===== src/rtl/data_mem_arbiter_pkg.sv =====
// Shared constants for the two-port data memory arbiter: state encoding and port indices.
package data_mem_arbiter_pkg;

  typedef enum logic [1:0] {
    IDLE   = 2'd0,
    ACCESS = 2'd1,
    RESP   = 2'd2
  } state_e;

  localparam logic P0 = 1'b0;
  localparam logic P1 = 1'b1;

endpackage


===== src/rtl/data_mem_rr_pick.sv =====
// Combinational grant selection between two requesters: fixed priority or
// round-robin against the last granted port.
module data_mem_rr_pick
  import data_mem_arbiter_pkg::*;
(
  input  logic req0,
  input  logic req1,
  input  logic last,
  input  logic fixed_pri,
  output logic grant_valid,
  output logic grant_idx
);

  always_comb begin
    grant_valid = req0 | req1;
    grant_idx   = P0;
    if (req0 && req1) begin
      grant_idx = fixed_pri ? P0 : ~last;
    end else if (req1) begin
      grant_idx = P1;
    end
  end

endmodule


===== src/rtl/data_mem_arbiter.sv =====
// Two-port arbiter/sequencer in front of a single-port word memory: one access
// cycle per grant, captured read data and a one-cycle ack/err response.
module data_mem_arbiter
  import data_mem_arbiter_pkg::*;
#(
  parameter int DATA_W    = 32,
  parameter int ADDR_W    = 32,
  parameter int DEPTH     = 256,
  parameter int FIXED_PRI = 0
) (
  input  logic              iCLK,
  input  logic              iRST_n,
  input  logic              iReq0,
  input  logic              iReq1,
  input  logic              iWe0,
  input  logic              iWe1,
  input  logic [ADDR_W-1:0] iAddr0,
  input  logic [ADDR_W-1:0] iAddr1,
  input  logic [DATA_W-1:0] iWdata0,
  input  logic [DATA_W-1:0] iWdata1,
  output logic              oAck0,
  output logic              oAck1,
  output logic [DATA_W-1:0] oRdata0,
  output logic [DATA_W-1:0] oRdata1,
  output logic              oErr0,
  output logic              oErr1,
  output logic [ADDR_W-1:0] oMemEnd,
  output logic [DATA_W-1:0] oMemDado,
  output logic              oMemEsc,
  output logic              oMemLe,
  input  logic [DATA_W-1:0] iMemDado,
  output logic              oBusy
);

  localparam logic [ADDR_W-1:0] DEPTH_A = ADDR_W'(DEPTH);

  state_e            state_q, state_d;
  logic              winner_q, winner_d;
  logic              last_q, last_d;
  logic              we_q, we_d;
  logic              err_q, err_d;
  logic [ADDR_W-1:0] addr_q, addr_d;
  logic [DATA_W-1:0] wdata_q, wdata_d;
  logic [DATA_W-1:0] rdata0_q, rdata0_d;
  logic [DATA_W-1:0] rdata1_q, rdata1_d;

  logic              pick_req0, pick_req1, grant_valid, grant_idx;
  logic              sel_we;
  logic [ADDR_W-1:0] sel_addr;
  logic [DATA_W-1:0] sel_wdata;

  function automatic logic addr_bad(input logic [ADDR_W-1:0] a);
    return (a[1:0] != 2'b00) || ((a >> 2) >= DEPTH_A);
  endfunction

  // In RESP the acked port still shows its old request; only the other port may chain.
  always_comb begin
    pick_req0 = iReq0;
    pick_req1 = iReq1;
    if (state_q == RESP) begin
      if (winner_q == P0) pick_req0 = 1'b0;
      else                pick_req1 = 1'b0;
    end
  end

  data_mem_rr_pick u_pick (
    .req0        (pick_req0),
    .req1        (pick_req1),
    .last        (last_q),
    .fixed_pri   (FIXED_PRI != 0),
    .grant_valid (grant_valid),
    .grant_idx   (grant_idx)
  );

  assign sel_we    = grant_idx ? iWe1    : iWe0;
  assign sel_addr  = grant_idx ? iAddr1  : iAddr0;
  assign sel_wdata = grant_idx ? iWdata1 : iWdata0;

  always_comb begin
    state_d  = state_q;
    winner_d = winner_q;
    last_d   = last_q;
    we_d     = we_q;
    err_d    = err_q;
    addr_d   = addr_q;
    wdata_d  = wdata_q;
    rdata0_d = rdata0_q;
    rdata1_d = rdata1_q;
    case (state_q)
      IDLE, RESP: begin
        state_d = IDLE;
        if (grant_valid) begin
          state_d  = ACCESS;
          winner_d = grant_idx;
          we_d     = sel_we;
          addr_d   = sel_addr;
          wdata_d  = sel_wdata;
          err_d    = addr_bad(sel_addr);
        end
      end
      ACCESS: begin
        state_d = RESP;
        last_d  = winner_q;
        if (!we_q) begin
          if (winner_q == P0) rdata0_d = err_q ? '0 : iMemDado;
          else                rdata1_d = err_q ? '0 : iMemDado;
        end
      end
      default: state_d = IDLE;
    endcase
  end

  always_ff @(posedge iCLK or negedge iRST_n) begin
    if (!iRST_n) begin
      state_q  <= IDLE;
      winner_q <= P0;
      last_q   <= P1;
      we_q     <= 1'b0;
      err_q    <= 1'b0;
      addr_q   <= '0;
      wdata_q  <= '0;
      rdata0_q <= '0;
      rdata1_q <= '0;
    end else begin
      state_q  <= state_d;
      winner_q <= winner_d;
      last_q   <= last_d;
      we_q     <= we_d;
      err_q    <= err_d;
      addr_q   <= addr_d;
      wdata_q  <= wdata_d;
      rdata0_q <= rdata0_d;
      rdata1_q <= rdata1_d;
    end
  end

  // Address/data lines come straight from the capture registers, so they hold between accesses.
  assign oMemEnd  = addr_q;
  assign oMemDado = wdata_q;
  assign oMemEsc  = (state_q == ACCESS) &&  we_q && !err_q;
  assign oMemLe   = (state_q == ACCESS) && !we_q && !err_q;

  assign oAck0   = (state_q == RESP) && (winner_q == P0);
  assign oAck1   = (state_q == RESP) && (winner_q == P1);
  assign oErr0   = oAck0 && err_q;
  assign oErr1   = oAck1 && err_q;
  assign oRdata0 = rdata0_q;
  assign oRdata1 = rdata1_q;
  assign oBusy   = (state_q != IDLE);

endmodule


===== config.mk =====
export PLATFORM = sky130hd
export DESIGN_NAME = data_mem_arbiter
export DESIGN_NICKNAME = d
export VERILOG_FILES = /design/src/rtl/data_mem_arbiter_pkg.sv /design/src/rtl/data_mem_rr_pick.sv /design/src/rtl/data_mem_arbiter.sv
export SDC_FILE = /design/constraint.sdc
export NUM_CORES = 1
export LEC_CHECK = 0
export BUFFER_PORTS_ARGS = -buffer_cell sky130_fd_sc_hd__buf_4
export CORE_ASPECT_RATIO = 0.75
export CORE_MARGIN = 3
export CORE_UTILIZATION = 30
export CTS_CLUSTER_SIZE = 14
export DETAILED_ROUTE_END_ITERATION = 8
export PLACE_DENSITY_LB_ADDON = 0.12
export SKIP_LAST_GASP = 1
export SLEW_MARGIN = 10
export SYNTH_ARGS = -nofsm -noshare
export SYNTH_HDL_FRONTEND = slang
export SYNTH_HIERARCHICAL = 1
export SYNTH_SLANG_ARGS = --single-unit

===== constraint.sdc =====
create_clock -name iCLK -period 2.65 [get_ports iCLK]
set_input_delay 0.1325 -clock iCLK [delete_from_list [all_inputs] [get_ports iCLK]]
set_output_delay 0.1325 -clock iCLK [all_outputs]
set_load 0.02 [all_outputs]

; After elaboration in Yosys (flattened, before gate mapping)
; Index checks and enable logic that the tools add are counted.
[totals]
reg_bits = 134
wordCells = 47
input_bits = 166
[op_classes]
n_reduce_logical = 19
bitwise_logic = 4
n_eq_ne = 2
mux = 12
magnitude_cmp = 1
[op_table]
columns = cell, count
row1 = two-way mux 32 bit, 3
row2 = greater-or-equal comparator 30 x 9 -> 1 bit (second input constant), 1
row3 = logical AND 1 bit, 9
row4 = two-way mux 1 bit, 8
row5 = AND reduction 3 bit, 2
row6 = one-hot mux 2 bit (2 select lines), 1
row7 = nonzero test 2 bit, 2
row8 = inverter 1 bit, 3
row9 = == test 2 x 1 -> 1 bit (second input constant), 1
row10 = == test 2 bit (second input constant), 1
row11 = zero test 1 bit, 2
row12 = zero test 2 bit, 1
row13 = AND reduction 2 bit, 1
row14 = OR reduction 2 bit, 1
row15 = logical OR 1 bit, 1
row16 = OR 1 bit, 1

; Depth between registers and ports, before layout
[depth]
ltp_word = 7
depth_mapped = 9
ltp_nobuf = 8

; By module
; The synthesis kept the hierarchy.
[modules_own_cells]
columns = module, area_per_inst_um2, seq_area_each_um2, instances, cells_per_inst
row1 = data_mem_arbiter, 5874.4, 3354.5, 1, 569
row2 = data_mem_rr_pick, 17.5, 0.0, 1, 3

; Worst setup path after synthesis
; Ideal clock, no wire load.
[synth_timing]
path_kind = reg-to-reg
startpoint = register state_q[0]
endpoint = register addr_q[11], in the netlist oMemEnd[11]
required_time_ns = 2.517
arrival_time_ns = 2.202
setup_ns = 0.133
period_less_slack_ns = 2.335
path_stages_with_launch = 10
setup_slack_ns = 0.315
path_buffers = 3
path_cell_list = dfrtp_1 > nor3b_1 > nor2b_1 > o21ai_1 > and2_1 > buf_2 > buf_4 > buf_2 > mux2i_1 > o21ai_0
[synth_between]
elab_chain_cells = 5
elab_cells_between_ends = 11
classes_between = 1 x eq/ne / 5 x mux / 1 x bitwise / 4 x reduce/logical
[synth_lines]
columns = element, line_no
row1 = "start, declared", data_mem_arbiter.sv:37  ; state_e state_q, state_d;
row2 = "start signal, assigned", data_mem_arbiter.sv:125  ; state_q <= state_d;
row3 = == test 2 bit, data_mem_arbiter.sv:60  ; if (state_q == RESP) begin
row4 = two-way mux 1 bit, data_mem_arbiter.sv:60
row5 = via pick_req0, data_mem_arbiter.sv:47  ; logic pick_req0, pick_req1, grant_valid, grant_idx;
row6 = logical AND 1 bit, data_mem_rr_pick.sv:17  ; if (req0 && req1) begin
row7 = two-way mux 1 bit, data_mem_rr_pick.sv:17
row8 = via grant_idx, data_mem_arbiter.sv:47
row9 = two-way mux 32 bit, data_mem_arbiter.sv:76  ; assign sel_addr = grant_idx ? iAddr1 : iAddr0;
row10 = "end signal, assigned", data_mem_arbiter.sv:130  ; addr_q <= addr_d;
row11 = "end, declared", data_mem_arbiter.sv:42  ; logic [ADDR_W-1:0] addr_q, addr_d;
; The timed path passes the listed nets, and every way through them passes these cells.
; A chain may end at the register's enable or synchronous reset.

; Worst setup path in the final report
[layout_timing]
startpoint = register state_q[0]
endpoint = register wdata_q[10], in the netlist oMemDado[10]
[layout_between]
elab_chain_cells = 5
elab_cells_between_ends = 11
classes_between = 1 x eq/ne / 5 x mux / 1 x bitwise / 4 x reduce/logical
[layout_lines]
columns = element, line_no
row1 = == test 2 bit, data_mem_arbiter.sv:60
row2 = two-way mux 1 bit, data_mem_arbiter.sv:60
row3 = via pick_req0, data_mem_arbiter.sv:47
row4 = logical AND 1 bit, data_mem_rr_pick.sv:17
row5 = two-way mux 1 bit, data_mem_rr_pick.sv:17
row6 = via grant_idx, data_mem_arbiter.sv:47
row7 = two-way mux 32 bit, data_mem_arbiter.sv:77  ; assign sel_wdata = grant_idx ? iWdata1 : iWdata0;
row8 = "end signal, assigned", data_mem_arbiter.sv:131  ; wdata_q <= wdata_d;
row9 = "end, declared", data_mem_arbiter.sv:43  ; logic [DATA_W-1:0] wdata_q, wdata_d;
; The timed path passes the listed nets, and every way through them passes these cells.

==> metrics.log <==
[metrics] outcome: finished, final reports clean
[metrics] clk buf depth: 2
[metrics] Worst Path Required: 2.92 ns
[metrics] shortest period the worst path allows: 2.35 ns
[metrics] total core area: 18,900 µm²
[metrics] clock slew seen by the registers of the worst setup and hold paths: 0.06 ns
[metrics] Root Buffer Master: sky130_fd_sc_hd__clkbuf_16
[metrics] Area growth syn-to-layout: 58.3%
[metrics] die height: 127 µm
[metrics] number of vias after detailed routing: 5,184
[metrics] Post-synth EDFFs: 0
[metrics] DRT antenna net count: 0
[metrics] mean instance size in the synthesized netlist: 10.3 µm²
[metrics] Post-Route Utilization: 0.494
[metrics] share of post-route cells with drive strength above 1: 0.396
[metrics] endpoint type of the worst setup path: flop
[metrics] number of top-level design ports: 301
[metrics] Detailed Route WL: 18,300 µm
[metrics] Num CTS Buffers: 17
[metrics] TritonCTS Sinks: 134
[metrics] ratio of total power to cell area: 1040 nW/µm²
[metrics] Post-Syn Nets: 738
[metrics] antenna violations before repair: 0
[metrics] number of buffers added on ports: 300
[metrics] sequential cell area: 3350 µm²
[metrics] cells along the critical path: nor3b_1, nor2b_1, o21ai_1, and2_4, buf_12, mux2i_1, dlygate4sd3_1, o21ai_0
[metrics] placed instance area: 8330 µm²
[metrics] total number of placement rows: 43
[metrics] vias per std cell: 4.48
[metrics] CTS H-Tree Depth: 4
[metrics] Critical Path AT: 2.62 ns
[metrics] final max-slew violation count: 0
[metrics] synthesized area: 5890 µm²
[metrics] number of instances resized during post-cts repair: 0
[metrics] asr flop ratio synth: 1.00
[metrics] pin count of the biggest net entering global routing: 70
[metrics] hpwl dp: 13,700 µm
[metrics] synth warn: 6
[metrics] worst path buffer plus inverter count: 2
[metrics] post-synthesis cell type count: 31
[metrics] primary flip-flop cell chosen by synthesis mapping: sky130_fd_sc_hd__dfrtp_1
[metrics] Setup crit start kind: flop
[metrics] Tcrit/Tclk final: 0.887
[metrics] worst clock skew: 0.00991 ns
[metrics] post-layout instance count excluding filler cells: 1,156
[metrics] Post-Layout Inst Area: 9320 µm²
[metrics] pin slew with the least headroom to its limit: 1.05 ns
[metrics] Tightest Hold Check Type: input port to flop
[metrics] hold violation total from the final report: 0
[metrics] vias in the first global route: 5,412
[metrics] number of search-and-repair iterations in the first detailed-routing pass: 4
[metrics] Max stage delay cell, worst path: sky130_fd_sc_hd__dlygate4sd3_1
[metrics] register area share after synthesis: 0.569
[metrics] Detailed Route Iter0 Violations: 261
[metrics] full die area: 21,400 µm²
[metrics] filler cell count: 1,732
[metrics] DR DRC count: 0
[metrics] delay-heaviest family, CP: buffers and inverters
[metrics] WL/cell: 15.9 µm
[metrics] total instance count after detailed placement: 1,088
[metrics] worst hold slack: 0.0133 ns
[metrics] initial standard-cell utilization of the core: 0.312
[metrics] achievable frequency: 426 MHz
[metrics] antenna cells: 0
[metrics] worst IR drop on VDD: 0.000473 V
[metrics] number of synthesized register bits: 134
[metrics] global-route wire length before repair: 28,600 µm
[metrics] total congestion overflow after global routing: 0
[metrics] RSZ-0062 raised after global routing: false
[metrics] number of max-capacitance violations reported: 0
[metrics] weighted congestion reported at the end of routability-driven placement: 0.804
[metrics] aggregate negative setup slack: 0 ns
[metrics] leakage power total: 4.54 nW
[metrics] number of instances in the synthesized netlist: 572
[metrics] area of the multi-input gates: 2290 µm²
[metrics] category of the critical setup timing path: flop to flop
[metrics] Worst Path Max Fanout: 28
[metrics] insertion delay of the later-clocked pin in the worst-skew pair: 0.41 ns
[metrics] largest stage delay on the critical path: 0.56 ns
[metrics] final-stage net count: 1,062
[metrics] Die Span X: 168 µm
[metrics] Setup-failing EPs final: 0
[metrics] TritonCTS clock tree: done
[metrics] tightest slew margin relative to the limit: 0.301
[metrics] GR Util All Layers: 0.169
## worst register-to-register path: stages, from the launching register on
cell,delay (ns)
sky130_fd_sc_hd__dfrtp_1,0.43
sky130_fd_sc_hd__nor3b_1,0.32
sky130_fd_sc_hd__nor2b_1,0.11
sky130_fd_sc_hd__o21ai_1,0.09
sky130_fd_sc_hd__and2_4,0.19
sky130_fd_sc_hd__buf_12,0.23
sky130_fd_sc_hd__mux2i_1,0.21
sky130_fd_sc_hd__dlygate4sd3_1,0.56
sky130_fd_sc_hd__o21ai_0,0.07
## through the flow
step,power (mW),setup slack (ns)
detailed placement,7.22,0.521
global route,10.3,0.0820
finish,9.72,0.300
floorplan,5.37,0.315
CTS,9.86,0.0672
global placement,7.15,0.601
## power by group
part           switching, mW  internal (mW)  total (mW)  leakage [nW]
logic                   2.27           1.65        3.92          2.51
registers              0.463           2.79        3.26          1.73
clock network          0.933           1.62        2.55         0.305
## cell usage after synthesis, types with 2 or more instances
cell type	count	area, µm²
sky130_fd_sc_hd__o21ai_0	92	460
sky130_fd_sc_hd__dfrtp_1	133	3330
sky130_fd_sc_hd__buf_6	10	113
sky130_fd_sc_hd__clkbuf_1	10	37.5
sky130_fd_sc_hd__nand4_1	2	12.5
sky130_fd_sc_hd__nor4_1	11	68.8
sky130_fd_sc_hd__nor3b_1	2	15.0
sky130_fd_sc_hd__o21ai_2	10	87.6
sky130_fd_sc_hd__mux2i_1	65	651
sky130_fd_sc_hd__buf_2	19	95.1
sky130_fd_sc_hd__nor2b_1	2	12.5
sky130_fd_sc_hd__nand2_1	134	503
sky130_fd_sc_hd__nand2b_1	33	206
sky130_fd_sc_hd__o21ai_1	29	145
sky130_fd_sc_hd__inv_1	2	7.51
sky130_fd_sc_hd__and2_1	3	18.8
## path summary, 6_finish.rpt
| kind | slack (ns) | start | endpoint | cells past startpoint |
|---|---|---|---|---|
| worst min-delay path | 0.01 | iMemDado[17] | oRdata1[17] | 3 |
| min in group asynchronous | 0.30 | iRST_n | oRdata0[1] | 2 |
| worst max-delay path | 0.30 | state_q[0] | oMemDado[10] | 8 |
| max in group asynchronous | 1.57 | iRST_n | last_q | 3 |
| worst min register to register | 0.48 | oMemEnd[18] | oMemEnd[18] | 2 |
| worst max register to register | 0.30 | state_q[0] | oMemDado[10] | 8 |
## registers in the layout, summed over array words and instances (netlist names)
name / cells
err_q: 1
last_q: 1
oMemDado: 32
oMemEnd: 32
oRdata0: 32
oRdata1: 32
state_q: 2
we_q: 1
winner_q: 1
## layout make-up
type                    count  area share
flip-flops and latches    134       0.360
inverters                   2    0.000805
multi-input cells         396       0.245
clock buffers              19      0.0475
clock inverters            13      0.0207
well taps                 247      0.0331
repair buffers            345       0.293
## placed cells by master (no fill, tap or decap), drive strengths merged
cell type and instances:
a41oi 1, and2 3, and3b 1, buf 311, bufinv 4, clkbuf 19, clkinv 2, clkinvlp 2
conb 1, dfrtp 133, dfstp 1, dlygate4sd3 34, inv 7, mux2 1, mux2i 65, nand2 134
nand2b 34, nand3 1, nand4 2, nor2 1, nor2b 2, nor3 1, nor3b 2, nor4 11
nor4b 1, o21ai 131, or2 2, or3 1, or3b 1
## logic make-up (layout without fill, tap and decap cells)
group	count (synthesis)	in the layout	share of synthesized area
buffers and inverters	42	379	0.0442
AO/OA/AOI/OAI	132	132	0.119
multiplexers	66	66	0.112
AND/OR/NAND/NOR	197	197	0.154
other	1	1	0.000636
flip-flops	134	134	0.569
## layer usage
layer	global-route usage	vias up	share of wire
met5	0	-	0
met4	0.0515	0	0.018
met3	0.0715	23	0.093
met2	0.279	190	0.48
met1	0.201	2369	0.41
li1	-	2602	-
## timing repair
item	CTS	global route
endpoints found under the setup margin	0	5
hold buffers	34	0
buffers inserted	0	2
hold endpoints to repair	97	0
Note: power is estimated with default switching activity, not from simulation.
